$ cat config.mk
export PLATFORM = sky130hd
export DESIGN_NAME = uart_tx_arbiter_flat
export DESIGN_NICKNAME = d
export VERILOG_FILES = /design/src/rtl/uart_tx_arbiter_if.sv /design/src/rtl/uart_tx_arbiter.sv /design/src/flat_wrapper.sv
export SDC_FILE = /design/constraint.sdc
export NUM_CORES = 1
export LEC_CHECK = 0
export ABC_AREA = 1
export BUFFER_PORTS_ARGS = -buffer_cell sky130_fd_sc_hd__buf_2
export CAP_MARGIN = 10
export CORE_ASPECT_RATIO = 0.7
export CORE_MARGIN = 5
export CORE_UTILIZATION = 50
export DETAILED_ROUTE_END_ITERATION = 7
export PLACE_DENSITY = 0.75
export SYNTH_ARGS = -nofsm -noshare
export SYNTH_HDL_FRONTEND = slang
export SYNTH_SLANG_ARGS = --single-unit
$ cat constraint.sdc
create_clock -name sysclk -period 1.75 [get_ports sysclk]
set_input_delay 0.2625 -clock sysclk [delete_from_list [all_inputs] [get_ports sysclk]]
set_output_delay 0.2625 -clock sysclk [all_outputs]
set_load 0.02 [all_outputs]
$ cat src/rtl/uart_tx_arbiter_if.sv
// uart_tx_arbiter_if
//   Groups the requester-side handshake and the UART sender link of the
//   transmit arbiter into one bundle.
//   Signals:
//     req[1:0]     per-requester byte request level (bit 0 = CPU, bit 1 = debug)
//     data0/data1  byte offered by requester 0 / 1
//     ack[1:0]     one-cycle pulse: byte of that requester accepted
//     done[1:0]    one-cycle pulse: owner's byte completed on the line
//     err[1:0]     one-cycle pulse: owner's byte aborted by timeout
//     tx_data      byte presented to the UART sender
//     tx_trigger   launch strobe to the sender (acts on its rising edge)
//     tx_finish    sender completion pulse
//     busy         arbiter is not idle
//   Modports: slave = arbiter side, master = requesters + sender side.
interface uart_tx_arbiter_if;
    logic [1:0] req;
    logic [7:0] data0;
    logic [7:0] data1;
    logic [1:0] ack;
    logic [1:0] done;
    logic [1:0] err;
    logic [7:0] tx_data;
    logic       tx_trigger;
    logic       tx_finish;
    logic       busy;

    modport slave (
        input  req, data0, data1, tx_finish,
        output ack, done, err, tx_data, tx_trigger, busy
    );

    modport master (
        output req, data0, data1, tx_finish,
        input  ack, done, err, tx_data, tx_trigger, busy
    );
endinterface

$ cat src/rtl/uart_tx_arbiter.sv
// uart_tx_arbiter
//   Shares one UART sender between two byte requesters. A granted byte is
//   latched, launched with a TRIG_LEN-cycle trigger strobe, and the owner is
//   told whether it completed (done) or was abandoned after TIMEOUT cycles
//   without a completion pulse (err). Ties alternate between requesters.
//   Ports:
//     sysclk  sole clock, rising edge
//     reset   asynchronous, active-high
//     bus     uart_tx_arbiter_if.slave (req/data0/data1/tx_finish in,
//             ack/done/err/tx_data/tx_trigger/busy out)
//   Parameters:
//     TRIG_LEN  cycles tx_trigger is held high per byte (2..15)
//     TIMEOUT   cycles to wait for tx_finish before aborting
module uart_tx_arbiter #(
    parameter int unsigned TRIG_LEN = 2,
    parameter logic [15:0] TIMEOUT  = 16'd65535
) (
    input  logic              sysclk,
    input  logic              reset,
    uart_tx_arbiter_if.slave  bus
);

    typedef enum logic [1:0] {
        IDLE      = 2'd0,
        LAUNCH    = 2'd1,
        WAIT_DONE = 2'd2,
        COOLDOWN  = 2'd3
    } state_t;

    localparam logic [3:0] TRIG_LAST = 4'(TRIG_LEN - 1);

    state_t      state, state_nxt;
    logic [3:0]  trig_cnt, trig_cnt_nxt;
    logic [15:0] wait_cnt, wait_cnt_nxt;
    logic [15:0] wait_cnt_inc;
    logic        last_grant, last_grant_nxt;
    logic        owner, owner_nxt;
    logic        grant_idx;
    logic [7:0]  tx_data_q, tx_data_nxt;
    logic        tx_trigger_q, tx_trigger_nxt;
    logic [1:0]  ack_q, ack_nxt;
    logic [1:0]  done_q, done_nxt;
    logic [1:0]  err_q, err_nxt;

    assign wait_cnt_inc = wait_cnt + 16'd1;

    // Single request wins outright; on a tie the requester not served last
    // wins. req == 0 never reaches a grant, so its value here is don't-care.
    always_comb begin
        case (bus.req)
            2'b01:   grant_idx = 1'b0;
            2'b10:   grant_idx = 1'b1;
            default: grant_idx = ~last_grant;
        endcase
    end

    always_comb begin
        state_nxt      = state;
        trig_cnt_nxt   = trig_cnt;
        wait_cnt_nxt   = wait_cnt;
        last_grant_nxt = last_grant;
        owner_nxt      = owner;
        tx_data_nxt    = tx_data_q;
        ack_nxt        = 2'b00;
        done_nxt       = 2'b00;
        err_nxt        = 2'b00;

        case (state)
            IDLE: begin
                if (bus.req != 2'b00) begin
                    state_nxt      = LAUNCH;
                    ack_nxt        = grant_idx ? 2'b10 : 2'b01;
                    owner_nxt      = grant_idx;
                    last_grant_nxt = grant_idx;
                    tx_data_nxt    = grant_idx ? bus.data1 : bus.data0;
                    trig_cnt_nxt   = 4'd0;
                end
            end
            LAUNCH: begin
                // tx_finish here belongs to an earlier byte and is ignored.
                if (trig_cnt == TRIG_LAST) begin
                    state_nxt    = WAIT_DONE;
                    wait_cnt_nxt = 16'd0;
                end else begin
                    trig_cnt_nxt = trig_cnt + 4'd1;
                end
            end
            WAIT_DONE: begin
                // Completion outranks a timeout landing on the same edge.
                if (bus.tx_finish) begin
                    done_nxt  = owner ? 2'b10 : 2'b01;
                    state_nxt = COOLDOWN;
                end else if (wait_cnt_inc == TIMEOUT) begin
                    err_nxt   = owner ? 2'b10 : 2'b01;
                    state_nxt = COOLDOWN;
                end else begin
                    wait_cnt_nxt = wait_cnt_inc;
                end
            end
            COOLDOWN: begin
                state_nxt = IDLE;
            end
            default: begin
                state_nxt = IDLE;
            end
        endcase

        // Registered strobe follows the LAUNCH state exactly, glitch-free.
        tx_trigger_nxt = (state_nxt == LAUNCH);
    end

    always_ff @(posedge sysclk or posedge reset) begin
        if (reset) begin
            state        <= IDLE;
            trig_cnt     <= 4'd0;
            wait_cnt     <= 16'd0;
            last_grant   <= 1'b1;
            owner        <= 1'b0;
            tx_data_q    <= 8'h00;
            tx_trigger_q <= 1'b0;
            ack_q        <= 2'b00;
            done_q       <= 2'b00;
            err_q        <= 2'b00;
        end else begin
            state        <= state_nxt;
            trig_cnt     <= trig_cnt_nxt;
            wait_cnt     <= wait_cnt_nxt;
            last_grant   <= last_grant_nxt;
            owner        <= owner_nxt;
            tx_data_q    <= tx_data_nxt;
            tx_trigger_q <= tx_trigger_nxt;
            ack_q        <= ack_nxt;
            done_q       <= done_nxt;
            err_q        <= err_nxt;
        end
    end

    assign bus.ack        = ack_q;
    assign bus.done       = done_q;
    assign bus.err        = err_q;
    assign bus.tx_data    = tx_data_q;
    assign bus.tx_trigger = tx_trigger_q;
    assign bus.busy       = (state != IDLE);

endmodule

$ cat src/flat_wrapper.sv
// flat-port wrapper written by rule: the top's interface ports become plain ports
module uart_tx_arbiter_flat 
#(
    parameter int unsigned TRIG_LEN = 2,
    parameter logic [15:0] TIMEOUT  = 16'd65535
)
  (sysclk, reset, bus_req, bus_data0, bus_data1, bus_tx_finish, bus_ack, bus_done, bus_err, bus_tx_data, bus_tx_trigger, bus_busy);
  uart_tx_arbiter_if bus_i ();
  input  logic sysclk;
  input  logic reset;
  input wire logic [$bits(bus_i.req)-1:0] bus_req;
  input wire logic [$bits(bus_i.data0)-1:0] bus_data0;
  input wire logic [$bits(bus_i.data1)-1:0] bus_data1;
  input wire logic [$bits(bus_i.tx_finish)-1:0] bus_tx_finish;
  output wire logic [$bits(bus_i.ack)-1:0] bus_ack;
  output wire logic [$bits(bus_i.done)-1:0] bus_done;
  output wire logic [$bits(bus_i.err)-1:0] bus_err;
  output wire logic [$bits(bus_i.tx_data)-1:0] bus_tx_data;
  output wire logic [$bits(bus_i.tx_trigger)-1:0] bus_tx_trigger;
  output wire logic [$bits(bus_i.busy)-1:0] bus_busy;
  assign bus_i.req = bus_req;
  assign bus_i.data0 = bus_data0;
  assign bus_i.data1 = bus_data1;
  assign bus_i.tx_finish = bus_tx_finish;
  assign bus_ack = bus_i.ack;
  assign bus_done = bus_i.done;
  assign bus_err = bus_i.err;
  assign bus_tx_data = bus_i.tx_data;
  assign bus_tx_trigger = bus_i.tx_trigger;
  assign bus_busy = bus_i.busy;
  uart_tx_arbiter #(.TRIG_LEN(TRIG_LEN), .TIMEOUT(TIMEOUT)) u_core (.sysclk(sysclk), .reset(reset), .bus(bus_i));
endmodule
### After elaboration in Yosys (flattened, before gate mapping)

Index checks and enable logic that the tools add are counted.

| word-level totals | value |
|---|---|
| register bits after elaboration | 39 |
| input bits | 21 |
| output and inout bits | 16 |
| word-level logic and storage cells | 57 |

| operators by class | value |
|---|---|
| $add $sub $neg | 2 |
| equal/unequal tests | 13 |
| multiplexer cells | 23 |
| bitwise logic cells | 1 |
| reduce and logical (&&, ||, !) cells | 8 |

Operator list:

| cell | count |
|---|---|
| two-way mux 16 bit | 3 |
| case mux 16 bit (2 select lines) | 1 |
| two-way mux 2 bit | 13 |
| adder 16 x 1 -> 16 bit (second input constant) | 1 |
| equality test 16 bit (second input constant) | 1 |
| two-way mux 4 bit | 2 |
| two-way mux 8 bit | 1 |
| case mux 2 bit (4 select lines) | 1 |
| case mux 4 bit (2 select lines) | 1 |
| nonzero test 2 bit | 4 |
| equality test 2 x 1 -> 1 bit (second input constant) | 3 |
| equality test 2 bit (second input constant) | 3 |
| != test 2 bit (second input constant) | 3 |
| adder 4 x 1 -> 4 bit (second input constant) | 1 |
| equality test 4 x 1 -> 1 bit (second input constant) | 1 |
| != test 2 x 1 -> 1 bit (second input constant) | 2 |
| AND reduction 4 bit | 1 |
| AND reduction 3 bit | 1 |
| logical NOT 2 bit | 1 |
| case mux 1 bit (2 select lines) | 1 |
| AND reduction 2 bit | 1 |
| inverter 1 bit | 1 |

### Depth between registers and ports, before layout

| depth | value |
|---|---|
| depth after elaboration | 6 |
| gate-level depth with buffers | 14 |
| gate-level depth less buffers | 13 |

### Least setup slack after synthesis

Ideal clock, no wire load.

| path | value |
|---|---|
| kind | register -> register |
| start point | register u_core.wait_cnt[1] |
| end point | register u_core.wait_cnt[11] |
| setup time | 0.066 ns |
| arrival time | 1.745 ns |
| required time | 1.684 ns |
| slack | -0.062 ns |
| cell stages (with the launch flop) | 15 |
| path buffers | 1 |
| clock period less this slack | 1.812 ns |
| path through | dfrtp_1 ha_1 nand3_2 nor2_4 nand2_1 nand2_1 nand2_1 nor2_1 nand2_1 nor2_2 nand3_2 nand2_4 buf_6 nand2_1 nand2_1 |

| between the ends | value |
|---|---|
| cells in the longest elaborated chain, start to end | 4 |
| elaborated cells on any way between the ends | 7 |
| classes of those cells | 1 x add/sub; 2 x eq/ne; 3 x mux; 1 x reduce/logical |

RTL lines:

| element | RTL line | source |
|---|---|---|
| start: declaration | uart_tx_arbiter.sv:34 | `logic [15:0] wait_cnt, wait_cnt_nxt;` |
| start signal: assignment | uart_tx_arbiter.sv:127 | `wait_cnt <= wait_cnt_nxt;` |
| adder 16 x 1 -> 16 bit * | uart_tx_arbiter.sv:45 | `assign wait_cnt_inc = wait_cnt + 16'd1;` |
| equality test 16 bit / two-way mux 16 bit (equally long branches) | uart_tx_arbiter.sv:93 | `end else if (wait_cnt_inc == TIMEOUT) begin` |
| != test 2 bit (no source line) / two-way mux 16 bit (equally long branches) | - |  |
| AND reduction 4 bit (no source line) / case mux 16 bit (2 select lines) (equally long branches) | - |  |

Mark *: on every way between the ends. The rest lies on a longest branch, timed or not. The select of a mux whose other input is x is not followed.
A chain may end at the register's enable or synchronous reset.

### Worst setup path after layout

| path | value |
|---|---|
| start point | register u_core.wait_cnt[5] |
| end point | register u_core.wait_cnt[1] |

| between the ends | value |
|---|---|
| cells in the longest elaborated chain, start to end | 4 |

RTL lines:

| element | RTL line |
|---|---|
| adder 16 x 1 -> 16 bit | uart_tx_arbiter.sv:45 |
| equality test 16 bit | uart_tx_arbiter.sv:93 |
| != test 2 bit (no source line) | - |
| AND reduction 4 bit (no source line) | - |

Every way passes these cells.

==> results.cfg <==
[routing]
top_layer = met4
routed-wl-met2_mm = 2.76
wirelength_mm = 5.94
drt-pass1-iter-count = 5
vias_per_cell = 5.21
wl_met3_um = 437
ant_nets = 0
drc = 0
first_iter_violations = 226
vias = 2213
wl_met1_mm = 2.67
wl_per_cell_um = 14.0

[floorplan]
initial_core_util = 0.505
std_cell_rows = 20
fp.coreArea_sq_mm = 0.00425
die_w_um = 88.3
dieArea_sq_mm = 0.00573
die_h_um = 64.8
ios = 37

[critical_path]
cp.buffers_inverters = 1
slowest_stage = dfrtp_1
worstPathRequired_ps = 1990
cpMostUsedCell = nand2_1
crit_type = reg -> reg
cp_cell_sequence = nand2_1, nor2_4, buf_4, xnor2_1, nor2_2, nand2_2, nor2_4, nand3_4, nand2_4, nand2_1, nand2_1
worstSetupEndpointType = flip-flop
worst_setup_path_start_kind = flip-flop
arrival_ps = 2220
cp_max_fo = 8
cpLargestDelayFamily = simple AND/OR/NAND/NOR gates
regToRegSetupSlack_ps = -230
max_stage_delay_ps = 450

[finish]
diodes = 0
fillers = 358
syn_to_final_growth_pct = 36.3
multi_input_area_sq_mm = 0.00115
fin_nets = 396
drive_gt1_frac = 0.330
seq_area_sq_um = 981
instances_no_fill = 425

[timing]
worstMarginPinSlew_ps = 510
slew_headroom = 0.660
timing.hold.ws_ps = 66.7
hold_viol = 0
finalWorstSetupSlack_ps = -230
rsz0062_at_grt = yes
finalCriticalPeriod_ps = 1980
fmax_mhz = 505
clock_skew_ps = 8.46
drv_slew = 0
post-route-period-util = 1.13
setup_viol = 19

[clock_tree]
htree_levels = 2
postCtsHoldBufs = 0
clkTransAtPathRegs_ps = 80
clock_sinks = 39
clock_latency_ps = 290
cts_buffers = 5
clock_path_buffers = 2
cts_root_buf = clkbuf_8
cts_tree = built

[global_routing]
grt_max_degree = 40
track_usage = 0.215
grt_pass1_vias = 2073
grt_antenna_before_repair = 0
grt_pass1_wl_mm = 9.49
overflow = 0

[synth]
ys_types = 24
seq_area_frac_synth = 0.455
synth_area_sq_mm = 0.00215
syn_nets = 317
synth-seq-cells = 39
synthCells = 290
synth_area_per_cell_sq_um = 7.41
ys_warn_count = 0

[power_and_ir_drop]
total_power_mw = 3.22
p_per_area_mw_per_mm2 = 1100
p_leak_nw = 1.46
irDropWorstVdd_uv = 851

[run_status]
violations = setup timing
status = finished with violations

[placement]
dp_cells = 407
place_hpwl_mm = 3.92
gp_congestion = 0.847
numPortBuffers = 36

[hold_path]
worstHoldPathType = in -> async

[run]
maxCapViolCount = 0
[synth_stat cells, drive strengths merged]
cell / instances / area [sq um]
buf: 3 / 21.3
ha: 6 / 75.1
nand2: 116 / 448
xnor2: 1 / 8.76
clkbuf: 2 / 7.51
dfrtp: 38 / 951
or2: 1 / 6.26
clkinv: 1 / 3.75
a21oi: 1 / 5.00
nor3: 3 / 15.0
o21ai: 8 / 40.0
nor2: 28 / 133
nand3b: 2 / 15.0
nor3b: 1 / 7.51
inv: 32 / 120
nand3: 26 / 140
nand4: 20 / 125
dfstp: 1 / 26.3
[cell usage in the layout (no fill, tap or decap)]
cell type  count
nand2_1      103
buf_2         36
clkinv_1       1
inv_1         31
ha_1           5
nand3b_1       2
dfrtp_2        3
nor2_1        18
inv_2          1
nand3_4        2
nor2_2         5
nand2_2       12
bufinv_16      1
nor3_1         1
nor3b_1        1
nor3_2         2
dfstp_2        1
nand2_8        1
o21ai_0        8
clkinv_2       1
buf_6          4
clkbuf_8       6
ha_4           1
a21oi_1        1
or2_2          1
nand3_1       21
dfrtp_1       35
buf_4         35
xnor2_1        1
nand3_2        3
nor2_4         6
nand4_1       20
nand2_4        1
[metrics by stage]
step           area (sq um)  setup TNS [ps]  setup slack, ps   util
3_5_place_dp           2600           -3130             -190  0.612
2_1_floorplan          2150            -485            -49.1      -
6_report               2930           -3920             -230  0.689
5_1_grt                2930           -5770             -338  0.689
3_3_place_gp           2600           -1330            -87.8  0.612
4_1_cts                2820           -2570             -155  0.663
[what timing repair did]
action,in CTS,in global routing
pin swaps,11,6
cloned,1,1
buffers inserted,4,4
endpoints found under the setup margin,19,20
gates resized for setup,14,21
[report_power, final]
group / switching [mW] / internal, mW
Combinational: 0.825 / 0.386
Clock: 0.324 / 0.461
Sequential: 0.118 / 1.11
[worst register-to-register path, cell delays in order, from the launching register on]
cell     delay, ps
dfrtp_1        450
nand2_1        200
nor2_4         230
buf_4          140
xnor2_1        100
nor2_2         160
nand2_2         90
nor2_4         120
nand3_4        150
nand2_4        160
nand2_1         70
nand2_1         60
[cells by family after synthesis]
logic type,Yosys count,synth area share
XOR/XNOR,1,0.00408
buffers and inverters,38,0.0711
AND/OR/NAND/NOR,197,0.414
adder cells (fa/ha/maj),6,0.0349
AO/OA/AOI/OAI,9,0.0210
flip-flops,39,0.455
[worst paths after layout]
check | start | endpoint | depth (start not counted)
min in group sysclk | bus_data0[7] | u_core.bus.tx_data[7] | 3
max | u_core.wait_cnt[5] | u_core.wait_cnt[1] | 11
min | reset | u_core.wait_cnt[13] | 3
max reg2reg | u_core.wait_cnt[5] | u_core.wait_cnt[1] | 11
min reg2reg | u_core.last_grant | u_core.last_grant | 2
max in group asynchronous | reset | u_core.wait_cnt[2] | 3
[registers in the layout, indices dropped and copies added (netlist names)]
signal / flops
u_core.wait_cnt: 16
u_core.bus.tx_data: 8
u_core.trig_cnt: 4
u_core.bus.ack: 2
u_core.bus.done: 2
u_core.bus.err: 2
u_core.state: 2
u_core.bus.tx_trigger: 1
u_core.last_grant: 1
u_core.owner: 1
[routing by layer]
metal  GRT usage  up-vias
li1            -     1081
met1       0.285     1027
met2       0.352       95
met3      0.0534       10
met4      0.0528        0
met5           0        -
[cell type report]
type                    instances  share of cell area
inverters                      33              0.0423
well taps                      55              0.0235
multi-input cells             215               0.393
flip-flops and latches         39               0.335
repair buffers                 75               0.167
clock inverters                 2              0.0120
clock buffers                   6              0.0282
No activity file was read; power rests on OpenSTA's default activity.
